### config.mk
export PLATFORM = sky130hd
export DESIGN_NAME = ht_cmd_arbiter
export DESIGN_NICKNAME = d
export VERILOG_FILES = /design/src/rtl/ht_cmd_arbiter.sv
export SDC_FILE = /design/constraint.sdc
export NUM_CORES = 1
export LEC_CHECK = 0
export CAP_MARGIN = 40
export CORE_AREA = 2 2 157 159
export CTS_BUF_LIST = sky130_fd_sc_hd__clkbuf_16
export DETAILED_ROUTE_END_ITERATION = 7
export DIE_AREA = 0 0 159 161
export PLACE_DENSITY_LB_ADDON = 0.2
export REMOVE_ABC_BUFFERS = 1
export SLEW_MARGIN = 10
export SYNTH_ARGS = -nofsm -noshare
export SYNTH_HDL_FRONTEND = slang
export SYNTH_SLANG_ARGS = --single-unit
export TNS_END_PERCENT = 50
### constraint.sdc
create_clock -name clk_i -period 8.7 [get_ports clk_i]
set_input_delay 2.175 -clock clk_i [delete_from_list [all_inputs] [get_ports clk_i]]
set_output_delay 2.175 -clock clk_i [all_outputs]
set_load 0.1 [all_outputs]
### src/rtl/ht_cmd_arbiter.sv
// rtl/ht_cmd_arbiter.sv - round-robin command arbiter with in-order result routing (optional HT_ARB_STATS_EN per-client stats)
module ht_cmd_arbiter #(
  parameter int CLIENTS     = 4,
  parameter int KEY_WIDTH   = 32,
  parameter int VALUE_WIDTH = 16,
  parameter int RES_W       = 64,
  parameter int TAG_DEPTH   = 8,
  localparam int CMD_W      = 2 + KEY_WIDTH + VALUE_WIDTH,
  localparam int CID_W      = (CLIENTS > 1) ? $clog2(CLIENTS) : 1,
  localparam int CNT_W      = $clog2(TAG_DEPTH + 1)
) (
  input  logic                     clk_i,
  input  logic                     rst_i,
  input  logic [CLIENTS-1:0]       cl_cmd_valid_i,
  input  logic [CLIENTS*CMD_W-1:0] cl_cmd_i,
  output logic [CLIENTS-1:0]       cl_cmd_ready_o,
  output logic                     cmd_valid_o,
  output logic [CMD_W-1:0]         cmd_o,
  input  logic                     cmd_ready_i,
  input  logic                     res_valid_i,
  input  logic [RES_W-1:0]         res_i,
  output logic                     res_ready_o,
  output logic [CLIENTS-1:0]       cl_res_valid_o,
  output logic [RES_W-1:0]         cl_res_o,
  input  logic [CLIENTS-1:0]       cl_res_ready_i,
  output logic [CNT_W-1:0]         outstanding_o,
  output logic                     orphan_o
`ifdef HT_ARB_STATS_EN
  ,
  output logic [CLIENTS*32-1:0]    stat_cnt_o
`endif
);

  localparam int PTR_W = $clog2(TAG_DEPTH);
  localparam logic [CLIENTS-1:0] ONE_HOT0 = {{(CLIENTS-1){1'b0}}, 1'b1};

  typedef enum logic {
    IDLE = 1'b0,
    HOLD = 1'b1
  } state_t;

  state_t             state;
  logic [CID_W-1:0]   rr_ptr;
  logic [CID_W-1:0]   cmd_cid;

  logic [CID_W-1:0]   tag_mem [TAG_DEPTH];
  logic [PTR_W-1:0]   wr_ptr;
  logic [PTR_W-1:0]   rd_ptr;
  logic [CNT_W-1:0]   count;
  logic [CID_W-1:0]   head;
  logic               fifo_empty;

  logic               out_hs;
  logic               admit;
  logic               grant_found;
  logic               grant_en;
  logic [CID_W-1:0]   grant_idx;
  logic [CMD_W-1:0]   grant_cmd;
  logic               push;
  logic               pop;
  int                 cand;

  assign out_hs = cmd_valid_o & cmd_ready_i;

  // The held command still needs a tag slot, so it counts against the budget.
  assign admit = ((int'(count) + int'(cmd_valid_o)) < TAG_DEPTH) && (!cmd_valid_o || out_hs);

  // Round-robin search: first valid client strictly after the last winner.
  always_comb begin
    grant_found = 1'b0;
    grant_idx   = '0;
    cand        = 0;
    for (int off = 1; off <= CLIENTS; off++) begin
      cand = int'(rr_ptr) + off;
      if (cand >= CLIENTS) begin
        cand = cand - CLIENTS;
      end
      if (!grant_found && cl_cmd_valid_i[cand[CID_W-1:0]]) begin
        grant_found = 1'b1;
        grant_idx   = cand[CID_W-1:0];
      end
    end
  end

  assign grant_en       = admit & grant_found;
  assign grant_cmd      = cl_cmd_i[int'(grant_idx)*CMD_W +: CMD_W];
  assign cl_cmd_ready_o = grant_en ? (ONE_HOT0 << grant_idx) : '0;

  // Output stage: IDLE loads on grant, HOLD keeps the command stable until handshake.
  always_ff @(posedge clk_i or posedge rst_i) begin
    if (rst_i) begin
      state       <= IDLE;
      cmd_valid_o <= 1'b0;
      cmd_o       <= '0;
      cmd_cid     <= '0;
      rr_ptr      <= CID_W'(CLIENTS - 1);
    end else begin
      case (state)
        IDLE: begin
          if (grant_en) begin
            state       <= HOLD;
            cmd_valid_o <= 1'b1;
            cmd_o       <= grant_cmd;
            cmd_cid     <= grant_idx;
            rr_ptr      <= grant_idx;
          end
        end
        HOLD: begin
          if (out_hs) begin
            if (grant_en) begin
              cmd_o       <= grant_cmd;
              cmd_cid     <= grant_idx;
              rr_ptr      <= grant_idx;
            end else begin
              state       <= IDLE;
              cmd_valid_o <= 1'b0;
            end
          end
        end
      endcase
    end
  end

  assign fifo_empty     = (count == '0);
  assign head           = tag_mem[rd_ptr];
  assign res_ready_o    = fifo_empty | cl_res_ready_i[head];
  assign cl_res_valid_o = (res_valid_i && !fifo_empty) ? (ONE_HOT0 << head) : '0;
  assign cl_res_o       = res_i;
  assign outstanding_o  = count;

  // Tags enter when the table takes the command, not at grant time.
  assign push = out_hs;
  assign pop  = res_valid_i & res_ready_o & ~fifo_empty;

  // Tag storage needs no reset: entries are only read while count says they are live.
  always_ff @(posedge clk_i) begin
    if (push) begin
      tag_mem[wr_ptr] <= cmd_cid;
    end
  end

  // Tag FIFO pointers and occupancy; pointers wrap naturally at TAG_DEPTH.
  always_ff @(posedge clk_i or posedge rst_i) begin
    if (rst_i) begin
      wr_ptr <= '0;
      rd_ptr <= '0;
      count  <= '0;
    end else begin
      if (push) begin
        wr_ptr <= wr_ptr + 1'b1;
      end
      if (pop) begin
        rd_ptr <= rd_ptr + 1'b1;
      end
      case ({push, pop})
        2'b10:   count <= count + 1'b1;
        2'b01:   count <= count - 1'b1;
        default: count <= count;
      endcase
    end
  end

  // Sticky flag for a result with no owner; that result is silently accepted.
  always_ff @(posedge clk_i or posedge rst_i) begin
    if (rst_i) begin
      orphan_o <= 1'b0;
    end else if (res_valid_i && fifo_empty) begin
      orphan_o <= 1'b1;
    end
  end

`ifdef HT_ARB_STATS_EN
  // Per-client count of commands actually taken by the table, wrapping at 2^32.
  always_ff @(posedge clk_i or posedge rst_i) begin
    if (rst_i) begin
      stat_cnt_o <= '0;
    end else if (out_hs) begin
      stat_cnt_o[int'(cmd_cid)*32 +: 32] <= stat_cnt_o[int'(cmd_cid)*32 +: 32] + 32'd1;
    end
  end
`endif

endmodule

==> reports/qor.yml <==
switching_power_mw: 2.22
postLayoutCellArea_sq_um: 10300
gr-total-overflow: 0
clk_latency_ns: 0.35
synthTopCellsByCount: "inv_1 (105), a211oi_1 (101), a31oi_1 (100)"
yosys-top-cells-area: "dfrtp_1 (27%), a211oi_1 (13%), a31oi_1 (10%), buf_4 (8.1%), edfxtp_1 (8.1%)"
via_per_inst: 4.88
hpwl_um: 19900
met3_usage_pct: 14.4
rsz0062_at_grt: "false"
final.fill_count: 2365
worstPathArrival_ns: 4.51
ys_seq_area_share_pct: 36.2
worstHoldPathType: "flop to flop"
relSlewSlack_pct: 52.1
ys_seq_elements: 83
clockPowerShare_pct: 10.1
outcome: "completed"
crit_path_start_kind: "input port"
async_reset_ff_share_pct: 80.7
skew_ns: 0.0106
cts_setup_buffers: 0
setup_viol: 0
syn_inst: 718
initial_core_util_pct: 24.9
ys.flop_type: "dfrtp_1"
antenna_left: 0
powerDensity_nw_per_um2: 419
p_leak_nw: 4.32
max_clock_freq_mhz: 149
die_width_um: 159
cp_max_fo: 55
synth_top_area_share_pct: 27.3
switching_share_pct: 51.5
p_seq_share_pct: 16.5
grt_pass1_wl_um: 39200
crit_type: "input port to output port"
maxCapViolCount: 0
first_global_vias: 6285
finalCritPeriodShare_pct: 76.9
first_iter_violations: 444
finalHoldViolCount: 0
synth_edf_count: 16
cts_buffers: 9
grt_max_degree: 67
drive_gt1_share_pct: 12.1
wl_per_cell_um: 20.5
worst_setup_path_end_kind: "output port"
worstPathRequired_ns: 6.53
cts_tree: "yes"
root_buffer: "clkbuf_16"
io_buffer_count: 276
wirelength_um: 26200
track_usage_pct: 20.1
cts_sinks: 83
antenna_cells: 0
synth_top_area_cell: "dfrtp_1"
met1_usage_pct: 23.3
cts_htree_levels: 3
synth.avg_cell_area_sq_um: 8.31
pin_count: 405
dp.cells: 1260
finalSetupTns_ns: 0
synth_most_common_cell: "inv_1"
cts.repair.resized: 0
dieArea_sq_um: 25600
antenna_found_initial: 0
ys_types: 39
syn-cell-area_sq_um: 5960
internal_power_mw: 2.09
pwr-share-comb_pct: 73.4
fin_crit_ns: 6.69
worst_slew_pin_slew_ns: 0.718
coreArea_sq_um: 24000
layout.cells.non_filler: 1276
die-height_um: 161
dpl_cell_area_sq_um: 9960
rows: 57
clk_pin_slew_ns: 0.07
gr-max-usage-layer: "met2"
maxSlewViolCount: 0
vias: 6221
num-nets-final: 1229
yosys_warnings: 0
postCtsHoldBufs: 0
grtUsageMet2_pct: 29.0
clockBufferDepth: 2
ir_drop_mv: 0.263
area_growth_pct: 72.5
drt_pass1_iterations: 7
drc: 0
globalplace.congestion: 0.793
stage by stage:
stage / util (%) / setup WS, ns / total power [mW] / hold slack [ns]
finish: 42.9 / 2.01 / 4.31 / 0.458
global route: 42.9 / 1.85 / 4.53 / 0.472
CTS: 42.9 / 2.00 / 4.35 / 0.462
detailed placement: 41.6 / 2.00 / 3.90 / 0.445
global placement: 35.5 / 1.85 / 3.17 / 0.449
floorplan: - / -4.28 / 2.47 / 0.456
per-layer routing:
layer | vias up | share of wire (%)
met5 | - | 0.90
met1 | 2860 | 40
met4 | 6 | 1.4
met2 | 350 | 42
li1 | 2976 | -
met3 | 29 | 16
critical path, stage by stage:
cell             delay [ns]
clkdlybuf4s50_1        0.49
nor2b_1                0.21
o21ai_4                0.17
buf_4                  0.41
and3_4                 0.69
nor3_1                 0.09
buf_4                  0.26
placed cells by master, fill, tap and decap left out, drive strengths merged, types with 6 or more instances in the layout:
| cell | count |
|---|---|
| a211oi | 101 |
| a31oi | 100 |
| buf | 78 |
| clkbuf | 9 |
| clkdlybuf4s50 | 272 |
| dfrtp | 65 |
| edfxtp | 16 |
| inv | 108 |
| mux2 | 9 |
| nand2 | 65 |
| nor2 | 15 |
| nor3 | 6 |
| o21ai | 7 |
| o31ai | 50 |
final timing paths:
path	start	endpoint	slack [ns]	depth (start not counted)
max in group asynchronous	rst_i	cmd_o[3]	5.91	4
min in group asynchronous	rst_i	cmd_valid_o	2.22	3
min	orphan_o	orphan_o	0.46	1
min reg2reg	orphan_o	orphan_o	0.46	1
max	cl_cmd_valid_i[3]	cl_cmd_ready_o[3]	2.01	7
max reg2reg	rd_ptr[0]	outstanding_o[3]	5.21	12
state kept, by name (all words and copies together), names as in the netlist:
signal,flops
cmd_cid,2
cmd_o,50
cmd_valid_o,1
orphan_o,1
outstanding_o,4
rd_ptr,3
rr_ptr,2
state,1
tag_mem,16
wr_ptr,3
cells by family after synthesis:
logic type / count (synthesis) / synth area share (%)
simple gates: 105 / 7.49
xor+xnor: 7 / 1.03
compound gates: 266 / 31.1
flops: 83 / 36.2
buf+inv: 237 / 19.1
mux: 14 / 3.75
fa+ha+maj: 6 / 1.38
area by class of cell:
type	count	area, sq um	share of cell area, %
Inverter	105	395	3.84
Clock buffer	9	225	2.19
Sequential cell	83	2160	21.0
Multi-Input combinational cell	398	2730	26.5
Timing Repair Buffer	350	4270	41.5
Clock inverter	7	104	1.01
Tap cell	324	405	3.94
power by group through the flow:
stage          sequential (mW)  clock [mW]  combinational [mW]
6_report                 0.709       0.436                3.16
3_5_place_dp             0.716           0                3.18
4_1_cts                  0.712       0.454                3.19
5_1_grt                  0.734       0.468                3.33
2_1_floorplan             1.60           0               0.877
3_3_place_gp             0.714           0                2.45
No activity file was read; power rests on OpenSTA's default activity.
